$ cat src/rtl/uart_tx_serializer_if.sv
// rtl/uart_tx_serializer_if.sv - byte-send handshake and serial line bundle for the UART transmitter
interface uart_tx_serializer_if;
    logic       tx_write;
    logic [7:0] tx_bus;
    logic       tx_done;
    logic       tx;
    logic       tx_busy;
    logic       tx_overrun;

    modport master (
        output tx_write,
        output tx_bus,
        input  tx_done,
        input  tx,
        input  tx_busy,
        input  tx_overrun
    );

    modport slave (
        input  tx_write,
        input  tx_bus,
        output tx_done,
        output tx,
        output tx_busy,
        output tx_overrun
    );
endinterface

$ cat src/rtl/uart_tx_serializer.sv
// rtl/uart_tx_serializer.sv - UART frame serializer with a one-byte holding register
module uart_tx_serializer #(
    parameter int unsigned CLKS_PER_BIT = 5208,
    parameter int unsigned PARITY       = 0,
    parameter int unsigned STOP_BITS    = 1
) (
    input  logic                 clk,
    input  logic                 reset,
    uart_tx_serializer_if.slave  bus
);
    typedef enum logic [2:0] {S_IDLE, S_START, S_DATA, S_PARITY, S_STOP} state_t;

    localparam logic [15:0] BAUD_LAST = 16'(CLKS_PER_BIT - 1);
    localparam logic [2:0]  STOP_LAST = 3'(STOP_BITS - 1);
    localparam logic        ODD       = (PARITY == 2);

    state_t      state_q, state_d;
    logic [15:0] baud_q, baud_d;
    logic [2:0]  bit_q, bit_d;
    logic [7:0]  shift_q, shift_d;
    logic        par_q, par_d;
    logic [7:0]  hold_q, hold_d;
    logic        hold_valid_q, hold_valid_d;
    logic        tx_q, tx_d;
    logic        done_q, done_d;
    logic        busy_q, busy_d;
    logic        overrun_q, overrun_d;

    logic        bit_end;
    logic        load;
    logic        idle_write;
    logic [7:0]  load_byte;

    always_comb begin
        state_d      = state_q;
        baud_d       = baud_q;
        bit_d        = bit_q;
        shift_d      = shift_q;
        par_d        = par_q;
        hold_d       = hold_q;
        hold_valid_d = hold_valid_q;
        done_d       = 1'b0;
        overrun_d    = overrun_q;
        load         = 1'b0;
        load_byte    = hold_q;
        bit_end      = (baud_q == BAUD_LAST);
        // A write in the tx_done cycle is routed to the hold register even if the line is idle.
        idle_write   = bus.tx_write && (state_q == S_IDLE) && !hold_valid_q && !done_q;

        if (state_q != S_IDLE) begin
            baud_d = bit_end ? 16'd0 : baud_q + 16'd1;
        end

        unique case (state_q)
            S_IDLE: begin
                if (hold_valid_q) begin
                    load         = 1'b1;
                    hold_valid_d = 1'b0;
                end else if (idle_write) begin
                    load      = 1'b1;
                    load_byte = bus.tx_bus;
                end
            end
            S_START: begin
                if (bit_end) begin
                    state_d = S_DATA;
                    bit_d   = 3'd0;
                end
            end
            S_DATA: begin
                if (bit_end) begin
                    shift_d = {1'b0, shift_q[7:1]};
                    bit_d   = bit_q + 3'd1;
                    if (bit_q == 3'd7) begin
                        state_d = (PARITY != 0) ? S_PARITY : S_STOP;
                        bit_d   = 3'd0;
                    end
                end
            end
            S_PARITY: begin
                if (bit_end) begin
                    state_d = S_STOP;
                    bit_d   = 3'd0;
                end
            end
            S_STOP: begin
                if (bit_end) begin
                    bit_d = bit_q + 3'd1;
                    if (bit_q == STOP_LAST) begin
                        done_d = 1'b1;
                        if (hold_valid_q) begin
                            load         = 1'b1;
                            hold_valid_d = 1'b0;
                        end else begin
                            state_d = S_IDLE;
                            bit_d   = 3'd0;
                        end
                    end
                end
            end
            default: state_d = S_IDLE;
        endcase

        if (load) begin
            state_d = S_START;
            baud_d  = 16'd0;
            bit_d   = 3'd0;
            shift_d = load_byte;
            par_d   = (^load_byte) ^ ODD;
        end

        if (bus.tx_write && !idle_write) begin
            if (hold_valid_q) begin
                overrun_d = 1'b1;
            end else begin
                hold_d       = bus.tx_bus;
                hold_valid_d = 1'b1;
            end
        end

        // Line level follows the next state so tx is a clean flop output.
        unique case (state_d)
            S_START:  tx_d = 1'b0;
            S_DATA:   tx_d = shift_d[0];
            S_PARITY: tx_d = par_d;
            default:  tx_d = 1'b1;
        endcase

        busy_d = (state_q != S_IDLE) || hold_valid_q;
    end

    always_ff @(posedge clk or negedge reset) begin
        if (!reset) begin
            state_q      <= S_IDLE;
            baud_q       <= 16'd0;
            bit_q        <= 3'd0;
            shift_q      <= 8'd0;
            par_q        <= 1'b0;
            hold_q       <= 8'd0;
            hold_valid_q <= 1'b0;
            tx_q         <= 1'b1;
            done_q       <= 1'b0;
            busy_q       <= 1'b0;
            overrun_q    <= 1'b0;
        end else begin
            state_q      <= state_d;
            baud_q       <= baud_d;
            bit_q        <= bit_d;
            shift_q      <= shift_d;
            par_q        <= par_d;
            hold_q       <= hold_d;
            hold_valid_q <= hold_valid_d;
            tx_q         <= tx_d;
            done_q       <= done_d;
            busy_q       <= busy_d;
            overrun_q    <= overrun_d;
        end
    end

    assign bus.tx         = tx_q;
    assign bus.tx_done    = done_q;
    assign bus.tx_busy    = busy_q;
    assign bus.tx_overrun = overrun_q;
endmodule

$ cat src/flat_wrapper.sv
// flat-port wrapper written by rule: the top's interface ports become plain ports
module uart_tx_serializer_flat 
#(
    parameter int unsigned CLKS_PER_BIT = 5208,
    parameter int unsigned PARITY       = 0,
    parameter int unsigned STOP_BITS    = 1
)
  (clk, reset, bus_tx_write, bus_tx_bus, bus_tx_done, bus_tx, bus_tx_busy, bus_tx_overrun);
  uart_tx_serializer_if bus_i ();
  input  logic clk;
  input  logic reset;
  input wire logic [$bits(bus_i.tx_write)-1:0] bus_tx_write;
  input wire logic [$bits(bus_i.tx_bus)-1:0] bus_tx_bus;
  output wire logic [$bits(bus_i.tx_done)-1:0] bus_tx_done;
  output wire logic [$bits(bus_i.tx)-1:0] bus_tx;
  output wire logic [$bits(bus_i.tx_busy)-1:0] bus_tx_busy;
  output wire logic [$bits(bus_i.tx_overrun)-1:0] bus_tx_overrun;
  assign bus_i.tx_write = bus_tx_write;
  assign bus_i.tx_bus = bus_tx_bus;
  assign bus_tx_done = bus_i.tx_done;
  assign bus_tx = bus_i.tx;
  assign bus_tx_busy = bus_i.tx_busy;
  assign bus_tx_overrun = bus_i.tx_overrun;
  uart_tx_serializer #(.CLKS_PER_BIT(CLKS_PER_BIT), .PARITY(PARITY), .STOP_BITS(STOP_BITS)) u_core (.clk(clk), .reset(reset), .bus(bus_i));
endmodule
$ cat config.mk
export PLATFORM = sky130hd
export DESIGN_NAME = uart_tx_serializer_flat
export DESIGN_NICKNAME = d
export VERILOG_FILES = /design/src/rtl/uart_tx_serializer_if.sv /design/src/rtl/uart_tx_serializer.sv /design/src/flat_wrapper.sv
export SDC_FILE = /design/constraint.sdc
export NUM_CORES = 1
export LEC_CHECK = 0
export BUFFER_PORTS_ARGS = -buffer_cell sky130_fd_sc_hd__buf_2
export CORE_AREA = 5 5 74 76
export DETAILED_ROUTE_END_ITERATION = 12
export DIE_AREA = 0 0 79 81
export HOLD_SLACK_MARGIN = 0.05
export PLACE_DENSITY = 0.76
export SLEW_MARGIN = 15
export SYNTH_ARGS = -nofsm -noshare
export SYNTH_HDL_FRONTEND = slang
export SYNTH_SLANG_ARGS = --single-unit
$ cat constraint.sdc
create_clock -name clk -period 1.95 [get_ports clk]
set_input_delay 0 -clock clk [delete_from_list [all_inputs] [get_ports clk]]
set_output_delay 0 -clock clk [all_outputs]
set_load 0.02 [all_outputs]
==> results of run 1 <==
==> cell type report <==
type                            instances  area, µm²
Clock buffer                            6       82.6
Clock inverter                          2       10.0
Fill cell                             376       1740
Inverter                                5       18.8
Multi-Input combinational cell        191       1320
Sequential cell                        44       1100
Tap cell                               54       67.6
Timing Repair Buffer                   43        313
==> layer usage <==
layer,GRT usage (%),vias up
met5,0,-
met4,5.33,0
met3,3.10,4
met2,29.5,27
met1,26.2,957
li1,-,968
==> flip-flops by register name, summed over array words and instances, names as in the netlist <==
signal	cells
u_core.bus.tx_busy	1
u_core.bit_q	3
u_core.baud_q	16
u_core.state_q	3
u_core.hold_valid_q	1
u_core.par_q	1
u_core.bus.tx	1
u_core.shift_q	8
u_core.bus.tx_done	1
u_core.bus.tx_overrun	1
u_core.hold_q	8
==> metrics by stage <==
stage / TNS [ns] / setup WS [ns] / area, µm²
3_3_place_gp: 0 / 0.0785 / 2690
4_1_cts: 0 / 0.0229 / 2890
2_1_floorplan: -0.00172 / -0.000287 / 2470
5_1_grt: 0 / 0.00572 / 2920
6_report: 0 / 0.0920 / 2920
3_5_place_dp: 0 / 0.0487 / 2690
==> logic make-up (layout without fill, tap and decap cells) <==
family	after synthesis	after routing	share of synthesized area, %
flip-flops	44	44	44.6
multiplexers	13	13	5.78
AO/OA/AOI/OAI	50	50	14.5
AND/OR/NAND/NOR	99	99	21.3
XOR/XNOR	25	25	8.87
buffers and inverters	12	56	2.89
adder cells (fa/ha/maj)	4	4	2.03
==> layout by cell type (no fill, tap or decap), types with 2 or more instances in the layout <==
cell type,count
a21oi_1,15
a221o_1,7
a22o_1,2
and3_1,3
and4bb_2,2
buf_2,14
buf_4,19
clkbuf_8,6
clkinv_2,2
dfrtp_1,43
dlygate4sd3_1,10
ha_1,3
inv_1,5
mux2_2,10
mux2i_1,3
nand2_1,31
nand2b_1,2
nand3_1,6
nand3b_1,3
nand4_1,5
nor2_1,24
nor2b_1,3
nor3_1,5
nor4b_1,2
o21a_1,2
o21ai_0,11
o31ai_1,3
xnor2_1,16
xor2_1,9
==> critical path: cells and delay by family, from the launching register on <==
kind             cells  cell delay (ns)
AO/OA/AOI/OAI        2             0.48
flip-flops           1             0.43
AND/OR/NAND/NOR      3             0.84
==> timing repair <==
action	in CTS	in global routing
endpoints found under the hold margin	53	0
hold buffers	10	0
setup buffers	0	1
setup endpoints to repair	0	30
resized for setup	0	6
==> final timing paths <==
kind	endpoint	slack, ns	cells after the start
max in group asynchronous	u_core.hold_q[0]	1.28	3
min	u_core.baud_q[11]	0.30	3
max reg2reg	u_core.shift_q[3]	0.09	5
min reg2reg	u_core.bus.tx_overrun	0.46	1
max	u_core.shift_q[3]	0.09	5
min in group clk	u_core.bus.tx_overrun	0.46	1
==> power breakdown <==
part / internal, mW / leakage (nW) / switching [mW]
sequential: 0.923 / 0.553 / 0.0115
combinational: 0.0512 / 0.668 / 0.0518
clock: 0.283 / 0.0510 / 0.318
total: 1.26 / 1.27 / 0.381
==> metrics.md, run 1 <==
| Metric | Value |
|---|---|
| CP Capture Type | flip-flop |
| Placed cell count | 326 |
| Total iterations of the first detailed-routing run | 4 |
| CP Cell Sequence | nor4b_1 > and4_4 > and3_4 > o21ba_4 > a221o_1 |
| Slew Limit Fails | 0 |
| Initial cell density of the core | 53.0% |
| Via Count | 1956 |
| Met3 wire length | 144 µm |
| Root Buffer | clkbuf_8 |
| DR iter-0 viols | 185 |
| CTS Buffer Depth | 2 |
| Outcome | completed |
| Mapped cell area | 0.00247 mm² |
| Synth top area cells | dfrtp_1, xnor2_1, nand2_1, mux2_2, nor2_1 |
| Overflow after GRT | 0 |
| Crit path largest cell delay | 0.43 ns |
| Final non-filler cell total | 345 |
| Critical Path RT | 2.14 ns |
| Peak supply drop | 0.403 mV |
| Latest clock arrival within the worst-skew pair | 0.30 ns |
| Boundary pin count | 15 |
| Commonest cells in the synthesized netlist | dfrtp_1, nand2_1, nor2_1, xnor2_1, a21oi_1 |
| DR WL met2 | 2510 µm |
| Sequential share of the synthesized area | 44.6% |
| Core Rows | 25 |
| Max Clk Rate | 0.538 GHz |
| Final WL | 5320 µm |
| Share of layout cells above drive strength 1 | 23.4% |
| Post-route minimum period | 1.86 ns |
| Die area | 0.00640 mm² |
| EDFF count, synth | 0 |
| WS Path Type | flip-flop to flip-flop |
| Syn Nets | 262 |
| Period utilization | 95.3% |
| Chip width | 79 µm |
| Vias in the first global route | 2001 |
| RSZ-0062 raised after global routing | no |
| # port buffers | 14 |
| Final setup fails | 0 |
| Final net count | 305 |
| Avg Inst Size Synth | 10.0 µm² |
| CTS Buf Count | 5 |
| Overall Global Routing Usage | 18.5% |
| Crit-path max FO | 6 |
| DRC viols | 0 |
| Pwr dens | 562 mW/mm² |
| Share of the synthesized area in the top cell type | 43.6% |
| Total Power | 1.64 mW |
| Max transition margin | 63.8% |
| CTS tree | yes |
| Leak pwr | 1.27 nW |
| Largest net degree at the start of global routing | 45 |
| Leading area contributor after synthesis | dfrtp_1 |
| Worst Skew | 0.00835 ns |
| Worst Setup SP | u_core.baud_q[15] |
| Most frequent cell after synthesis | dfrtp_1 |
| Cells after synthesis | 247 |
| Via density | 5.67 |
| Die height | 81 µm |
| Ys Warns | 0 |
| Routability congestion estimate | 0.835 |
| Hold WC Path Type | primary input to async pin |
| Final core utilization | 62.6% |
| H-tree levels | 2 |
| Initial antenna violation count | 0 |
| Routed len/inst | 15.4 µm |
| Core area | 0.00466 mm² |
| Area Overhead vs Synth | 18.1% |
| Max-cap violation count | 0 |
| Worst r2r src | u_core.baud_q[15] |
| Worst setup SP type | flip-flop |
| Reg clk slew, reported paths | 0.09 ns |
| Routed Antenna Nets | 0 |
| Arr. time, crit path | 2.04 ns |
| Post-DP HPWL | 3740 µm |
| Worst-Margin Slew | 0.543 ns |
| Hold_ws | 0.302 ns |
| Number of hold violations in the final report | 0 |
| Antenna diodes | 0 |
| Ys flop type | dfrtp_1 |
| Yosys reg bits | 44 |
| Highest routed layer | met4 |
| Slowest-stage cell, CP | dfrtp_1 |
| First-pass GRT wire length | 9420 µm |
| DRT met1 WL | 2610 µm |
| Netlist cell types | 46 |
| Asr flop ratio synth | 100% |
| CTS sink count | 44 |
Note: power is estimated with default switching activity, not from simulation.
==> run 2: changes to the inputs <==
--- a/config.mk
+++ b/config.mk
@@ -5,12 +5,13 @@
 export SDC_FILE = /design/constraint.sdc
 export NUM_CORES = 1
 export LEC_CHECK = 0
+export ABC_AREA = 1
 export BUFFER_PORTS_ARGS = -buffer_cell sky130_fd_sc_hd__buf_2
-export CORE_AREA = 5 5 74 76
+export CORE_AREA = 5 5 77 79
 export DETAILED_ROUTE_END_ITERATION = 12
-export DIE_AREA = 0 0 79 81
+export DIE_AREA = 0 0 82 84
 export HOLD_SLACK_MARGIN = 0.05
-export PLACE_DENSITY = 0.76
+export PLACE_DENSITY = 0.78
 export SLEW_MARGIN = 15
 export SYNTH_ARGS = -nofsm -noshare
 export SYNTH_HDL_FRONTEND = slang
==> run 2 against run 1 <==
  * The run now ends with setup timing left
  * Synthesized cell count is 55% higher
  * Power is 0.55% higher
  * Clock power is 0.8% lower
  * First-iteration DRC count is 6.5% higher
  * Highest routed layer unchanged
  * Critical path type unchanged
==> metrics.md, run 2 <==
| Metric | Value |
|---|---|
| Boundary pin count | 15 |
| Share of layout cells above drive strength 1 | 22.8% |
| Max transition margin | 65.2% |
| Fin worst setup slack | -0.0199 ns |
| Chip width | 82 µm |
| Routability congestion estimate | 0.939 |
| Worst Setup SP | u_core.baud_q[1] |
| Post-route minimum period | 1.97 ns |
| Max reg flops | 16 |
| Pwr dens | 493 mW/mm² |
| Share of the synthesized area in the top cell type | 39.0% |
| Most frequent cells in the layout | nand2_1, dfrtp_1, inv_1 |
| Commonest cells in the synthesized netlist | nand2_1, dfrtp_1, inv_1, nor2_1, o21ai_0 |
| Sequential share of the synthesized area | 40.0% |
| CTS tree | yes |
| Peak supply drop | 0.265 mV |
| Switch Pwr | 0.395 mW |
| Top Registers | u_core.baud_q: 16 flops, u_core.hold_q: 8 flops, u_core.shift_q: 8 flops |
| Worst-Margin Slew | 0.521 ns |
| Worst Skew | 0.00896 ns |
| First-pass GRT wire length | 10500 µm |
| Arr. time, crit path | 2.16 ns |
| Part of the power in registers | 56.2% |
| Slowest-stage cell, CP | dfrtp_1 |
| DR iter-0 viols | 197 |
| WS Path Type | flip-flop to flip-flop |
| Failing checks | setup timing |
| Final setup fails | 5 |
| CP bufs+invs | 0 |
| Area Overhead vs Synth | 21.3% |
| Total iterations of the first detailed-routing run | 5 |
| Leading area contributor after synthesis | dfrtp_1 |
| RR Endpoint | u_core.baud_q[14] |
| Hold WC Path Type | primary input to async pin |
| Syn Nets | 397 |
| Period utilization | 101% |
| Comb power frac | 7.6% |
| Overflow after GRT | 0 |
| Latest clock arrival within the worst-skew pair | 0.30 ns |
| Crit path largest cell delay | 0.43 ns |
| Worst r2r src | u_core.baud_q[1] |
| Overall Global Routing Usage | 19.4% |
| Core Rows | 27 |
| Most flops, register | u_core.baud_q |
| Mapped cell area | 0.00276 mm² |
| Critical Path RT | 2.15 ns |
| Die area | 0.00689 mm² |
| Initial cell density of the core | 52.3% |
| Crit path depth | 12 |
| Vias in the first global route | 2416 |
| Asr flop ratio synth | 100% |
| Final net count | 448 |
| CTS Buffer Depth | 2 |
| Leak pwr | 1.64 nW |
| Routed len/inst | 12.9 µm |
| Net Sw Frac | 23.9% |
| Routed Antenna Nets | 0 |
| Cell Area, Placed | 0.00300 mm² |
| Ys Warns | 0 |
| Cells after synthesis | 382 |
| Ys flop type | dfrtp_1 |
| Initial antenna violation count | 0 |
| Final WL | 6550 µm |
| Max Clk Rate | 0.508 GHz |
| Yosys reg bits | 44 |
| CP Cell Sequence | ha_4 > nand2_4 > nor2_4 > nand2_2 > nor2_4 > nand3_2 > nor3_4 > nand2_1 > nor2_2 > nand4_1 > o21ai_1 > nor2_1 |
| CTS sink count | 44 |
| RSZ-0062 raised after global routing | yes |
| Max-cap violation count | 0 |
| Worst setup SP type | flip-flop |
| Setup TNS | -0.0515 ns |
| Clock power share | 36.2% |
| Largest net degree at the start of global routing | 21 |
| Core area | 0.00527 mm² |
| Avg Inst Size Synth | 7.22 µm² |
| CP Capture Type | flip-flop |
| Commonest non-fill, non-tap cell in the layout | nand2_1 |
| CP dominant cell by count | nor2_4 |
| Synth top area cells | dfrtp_1, nand2_1, inv_1, nor2_1, o21ai_0 |
| Critical Path Sink | u_core.baud_q[14] |
| CTS Buf Count | 5 |
| Internal reg-to-reg setup slack | -0.02 ns |
| Crit-path max FO | 4 |
| Outcome | finished, violations left |
| Via density | 5.13 |
| Via Count | 2595 |
| EDFF count, synth | 0 |
| Root Buffer | clkbuf_8 |
| # port buffers | 14 |
| Cell area after layout | 0.00335 mm² |
| Antenna diodes | 0 |
| Netlist cell types | 34 |
| Top delay family on crit path | simple AND/OR/NAND/NOR gates |
| Reg clk slew, reported paths | 0.08 ns |
| Worst reg2reg path depth | 12 |
| Slew Limit Fails | 0 |
| DRC viols | 0 |
| Die height | 84 µm |
| Most frequent cell after synthesis | nand2_1 |
| H-tree levels | 2 |
| Post-DP HPWL | 4540 µm |
| Number of hold violations in the final report | 0 |
| P_int | 1.25 mW |
[run 2: cell count changes after synthesis, sizes merged, moves of 5 or more]
cell,before,now
nand3,7,18
xnor2,16,0
o21ai,11,21
nor2,25,36
inv,5,44
nand2,31,154
a221o,7,0
o211ai,0,6
mux2,10,0
a21oi,15,10
[run 2: how the worst min path moves through the flow]
stage / to / slack, ns / depth (start not counted)
6_report: u_core.baud_q[11] / 0.19 / 2
3_5_place_dp: u_core.baud_q[11] / -0.009 / 1
3_3_place_gp: u_core.baud_q[11] / -0.02 / 1
2_1_floorplan: u_core.baud_q[0] / -0.30 / 0
5_1_grt: u_core.baud_q[11] / 0.24 / 2
4_1_cts: u_core.par_q / 0.19 / 2
[run 2: cell type report]
type | count | area [µm²]
Fill cell | 450 | 1920
Multi-Input combinational cell | 291 | 1550
Sequential cell | 44 | 1100
Timing Repair Buffer | 47 | 343
Inverter | 44 | 168
Tap cell | 72 | 90.1
Clock buffer | 6 | 82.6
Clock inverter | 2 | 10.0
[run 2: per-layer routing]
| metal | wire length, µm | up-vias | global-route usage (%) |
|---|---|---|---|
| met5 | 0 | - | 0 |
| met4 | 87 | 0 | 6.04 |
| met3 | 251 | 8 | 3.67 |
| met2 | 3230 | 57 | 31.2 |
| met1 | 2980 | 1197 | 25.9 |
| li1 | - | 1333 | - |
[run 2: stage by stage]
stage | worst slack (ns) | total power [mW] | hold WS [ns] | util [%] | cells
floorplan | 0.195 | 1.00 | -0.296 | - | 382
global placement | 0.111 | 1.05 | -0.0201 | 56.9 | 480
detailed placement | 0.0206 | 1.05 | -0.00947 | 56.9 | 480
CTS | 0.0155 | 1.67 | 0.188 | 60.6 | 498
global route | -0.170 | 1.72 | 0.244 | 63.5 | 506
finish | -0.0199 | 1.65 | 0.191 | 63.5 | 506
[run 2: power by group through the flow]
stage	Clock (mW)	Sequential [mW]	Combinational [mW]
finish	0.596	0.927	0.125
global route	0.648	0.928	0.145
CTS	0.620	0.927	0.124
detailed placement	0	0.945	0.107
global placement	0	0.944	0.105
floorplan	0	0.943	0.0574
[run 2: cells by family (layout without fill, tap and decap cells)]
| family | Yosys count | in the layout | share of synthesized area (%) |
|---|---|---|---|
| simple gates | 237 | 238 | 38.5 |
| buf+inv | 48 | 99 | 7.35 |
| flops | 44 | 44 | 40.0 |
| compound gates | 43 | 43 | 10.5 |
| xor+xnor | 6 | 6 | 1.91 |
| fa+ha+maj | 4 | 4 | 1.81 |
[run 2: repair_timing]
action / 4_1_cts / 5_1_grt
gates resized for setup: 0 / 27
buffers inserted: 0 / 7
endpoints found under the setup margin: 0 / 27
hold buffers: 10 / 0
hold endpoints to repair: 27 / 0
==> run 3: changes to the inputs <==
--- a/config.mk
+++ b/config.mk
@@ -7,9 +7,9 @@
 export LEC_CHECK = 0
 export ABC_AREA = 1
 export BUFFER_PORTS_ARGS = -buffer_cell sky130_fd_sc_hd__buf_2
-export CORE_AREA = 5 5 77 79
+export CORE_AREA = 2 2 74 76
 export DETAILED_ROUTE_END_ITERATION = 12
-export DIE_AREA = 0 0 82 84
+export DIE_AREA = 0 0 76 78
 export HOLD_SLACK_MARGIN = 0.05
 export PLACE_DENSITY = 0.78
 export SLEW_MARGIN = 15
==> run 3 against run 2 <==
  * The run still ends with setup timing left
  * Power is 1.9% lower
  * Clock skew is 0.0032 ns higher
  * Utilization is 2.3 points higher
  * Fmax hardly changed
  * Global-route usage is 3.1 points higher
  * Critical path depth stayed put
  * Final cell count is 1.2% lower
  * Largest power group unchanged
  * Critical endpoint unchanged
  * Combinational power is 3% lower
  * Sequential cell count stayed put
==> metrics.md, run 3 (synthesized netlist as in run 2, its figures left out) <==
| Metric | Value |
|---|---|
| DRC viols | 0 |
| WS Path Type | flip-flop to flip-flop |
| Via Count | 2606 |
| Boundary pin count | 15 |
| Top delay family on crit path | simple AND/OR/NAND/NOR gates |
| CTS Buffer Depth | 2 |
| Worst-Margin Slew | 0.512 ns |
| Vias in the first global route | 2437 |
| Final net count | 444 |
| Cell Area, Placed | 0.00300 mm² |
| DR iter-0 viols | 198 |
| Final setup fails | 1 |
| Critical Path RT | 2.15 ns |
| Initial cell density of the core | 54.7% |
| Net Sw Frac | 24.5% |
| Max reg flops | 16 |
| Largest net degree at the start of global routing | 30 |
| Hold WC Path Type | primary input to async pin |
| Worst r2r src | u_core.baud_q[1] |
| Die area | 0.00593 mm² |
| Routability congestion estimate | 0.892 |
| RSZ-0062 raised after global routing | yes |
| Initial antenna violation count | 0 |
| Crit-path max FO | 4 |
| Slew Limit Fails | 0 |
| Crit path largest cell delay | 0.43 ns |
| CTS sink count | 44 |
| Worst setup SP type | flip-flop |
| Leak pwr | 1.61 nW |
| Comb power frac | 7.5% |
| Worst Setup SP | u_core.baud_q[1] |
| Most frequent cells in the layout | nand2_1, dfrtp_1, inv_1 |
| Post-route minimum period | 1.97 ns |
| First-pass GRT wire length | 11000 µm |
| Via density | 5.21 |
| Final WL | 6210 µm |
| Pwr dens | 487 mW/mm² |
| Die height | 78 µm |
| Peak supply drop | 0.314 mV |
| Area Overhead vs Synth | 20.4% |
| Overall Global Routing Usage | 22.4% |
| Antenna diodes | 0 |
| CTS tree | yes |
| Arr. time, crit path | 2.16 ns |
| Part of the power in registers | 57.3% |
| Max transition margin | 65.8% |
| Core area | 0.00504 mm² |
| CP bufs+invs | 0 |
| Max-cap violation count | 0 |
| # port buffers | 14 |
| Period utilization | 101% |
| Chip width | 76 µm |
| CTS Buf Count | 5 |
| Outcome | finished, violations left |
| Cell area after layout | 0.00332 mm² |
| Top Registers | u_core.baud_q: 16 flops, u_core.hold_q: 8 flops, u_core.shift_q: 8 flops |
| CP Cell Sequence | ha_4 > nand2_4 > nor2_4 > nand2_1 > nor2_2 > nand3_2 > nor3_4 > nand2_2 > nor2_4 > nand4_1 > o21ai_1 > nor2_1 |
| Number of hold violations in the final report | 0 |
| Total Power | 1.62 mW |
| Total iterations of the first detailed-routing run | 5 |
| Overflow after GRT | 0 |
| Failing checks | setup timing |
| Clock power share | 35.2% |
| Latest clock arrival within the worst-skew pair | 0.30 ns |
| Core Rows | 26 |
| Max Clk Rate | 0.508 GHz |
| Routed Antenna Nets | 0 |
| Most flops, register | u_core.baud_q |
| Worst Skew | 0.0122 ns |
| CP dominant cell by count | nor2_4 |
| Share of layout cells above drive strength 1 | 20.9% |
| CP Capture Type | flip-flop |
| Slowest-stage cell, CP | dfrtp_1 |
| H-tree levels | 2 |
| Reg clk slew, reported paths | 0.09 ns |
| Routed len/inst | 12.4 µm |
| P_int | 1.22 mW |
| Commonest non-fill, non-tap cell in the layout | nand2_1 |
| Switch Pwr | 0.397 mW |
| Fin worst setup slack | -0.0190 ns |
| Root Buffer | clkbuf_8 |
| Post-DP HPWL | 4310 µm |
-- run 3: cell count changes in the layout (fill, tap and decap cells not counted), sizes merged --
cell / previous run / this run
clkinv: 2 / 1
buf: 37 / 33
clkinvlp: 0 / 1
-- run 3: power by group through the flow --
stage               combinational (mW)  sequential, mW  clock (mW)
floorplan                       0.0574           0.943           0
global placement                 0.102           0.944           0
detailed placement               0.104           0.944           0
CTS                              0.120           0.926       0.580
global route                     0.139           0.928       0.626
finish                           0.121           0.927       0.569
-- run 3: area by class of cell --
cell class	count	area [µm²]
Timing Repair Buffer	43	325
Fill cell	394	1720
Inverter	44	170
Sequential cell	44	1100
Clock buffer	6	72.6
Clock inverter	2	12.5
Multi-Input combinational cell	291	1550
Tap cell	70	87.6
-- run 3: final timing paths --
kind / endpoint / cells past startpoint / slack, ns
min in group clk: u_core.bus.tx_overrun / 1 / 0.45
max in group asynchronous: u_core.bus.tx / 3 / 1.10
hold reg to reg: u_core.bus.tx_overrun / 1 / 0.45
setup reg to reg: u_core.baud_q[14] / 12 / -0.02
hold / removal: u_core.bit_q[1] / 2 / 0.12
setup / recovery: u_core.baud_q[14] / 12 / -0.02
-- run 3: through the flow --
stage / worst slack (ns) / utilization (%) / cells / hold WS (ns) / setup TNS [ns]
final: -0.0190 / 65.8 / 500 / 0.122 / -0.0190
after detailed placement: 0.0312 / 59.4 / 476 / -0.0698 / 0
after global placement: 0.115 / 59.4 / 476 / -0.0723 / 0
after global routing: -0.158 / 65.8 / 500 / 0.166 / -0.773
after CTS: 0.0115 / 63.1 / 494 / 0.131 / 0
after floorplan: 0.195 / - / 382 / -0.296 / 0
-- run 3: worst reg2reg max path, stage by stage (launching register included) --
cell and delay, ns:
dfrtp_1 0.43, ha_4 0.19, nand2_4 0.06, nor2_4 0.12
nand2_1 0.07, nor2_2 0.18, nand3_2 0.12, nor3_4 0.24
nand2_2 0.11, nor2_4 0.13, nand4_1 0.08, o21ai_1 0.09
nor2_1 0.06
-- run 3: repair_timing --
item,in CTS,in global routing
buffers inserted,0,5
hold buffers,10,0
setup endpoints to repair,0,24
hold endpoints to repair,30,0
resized for setup,0,25
-- run 3: metal layers --
layer | track usage [%] | vias up | wire, µm
li1 | - | 1339 | -
met1 | 30.9 | 1178 | 2890
met2 | 36.6 | 78 | 2890
met3 | 3.60 | 11 | 329
met4 | 6.91 | 0 | 98
met5 | 0 | - | 0
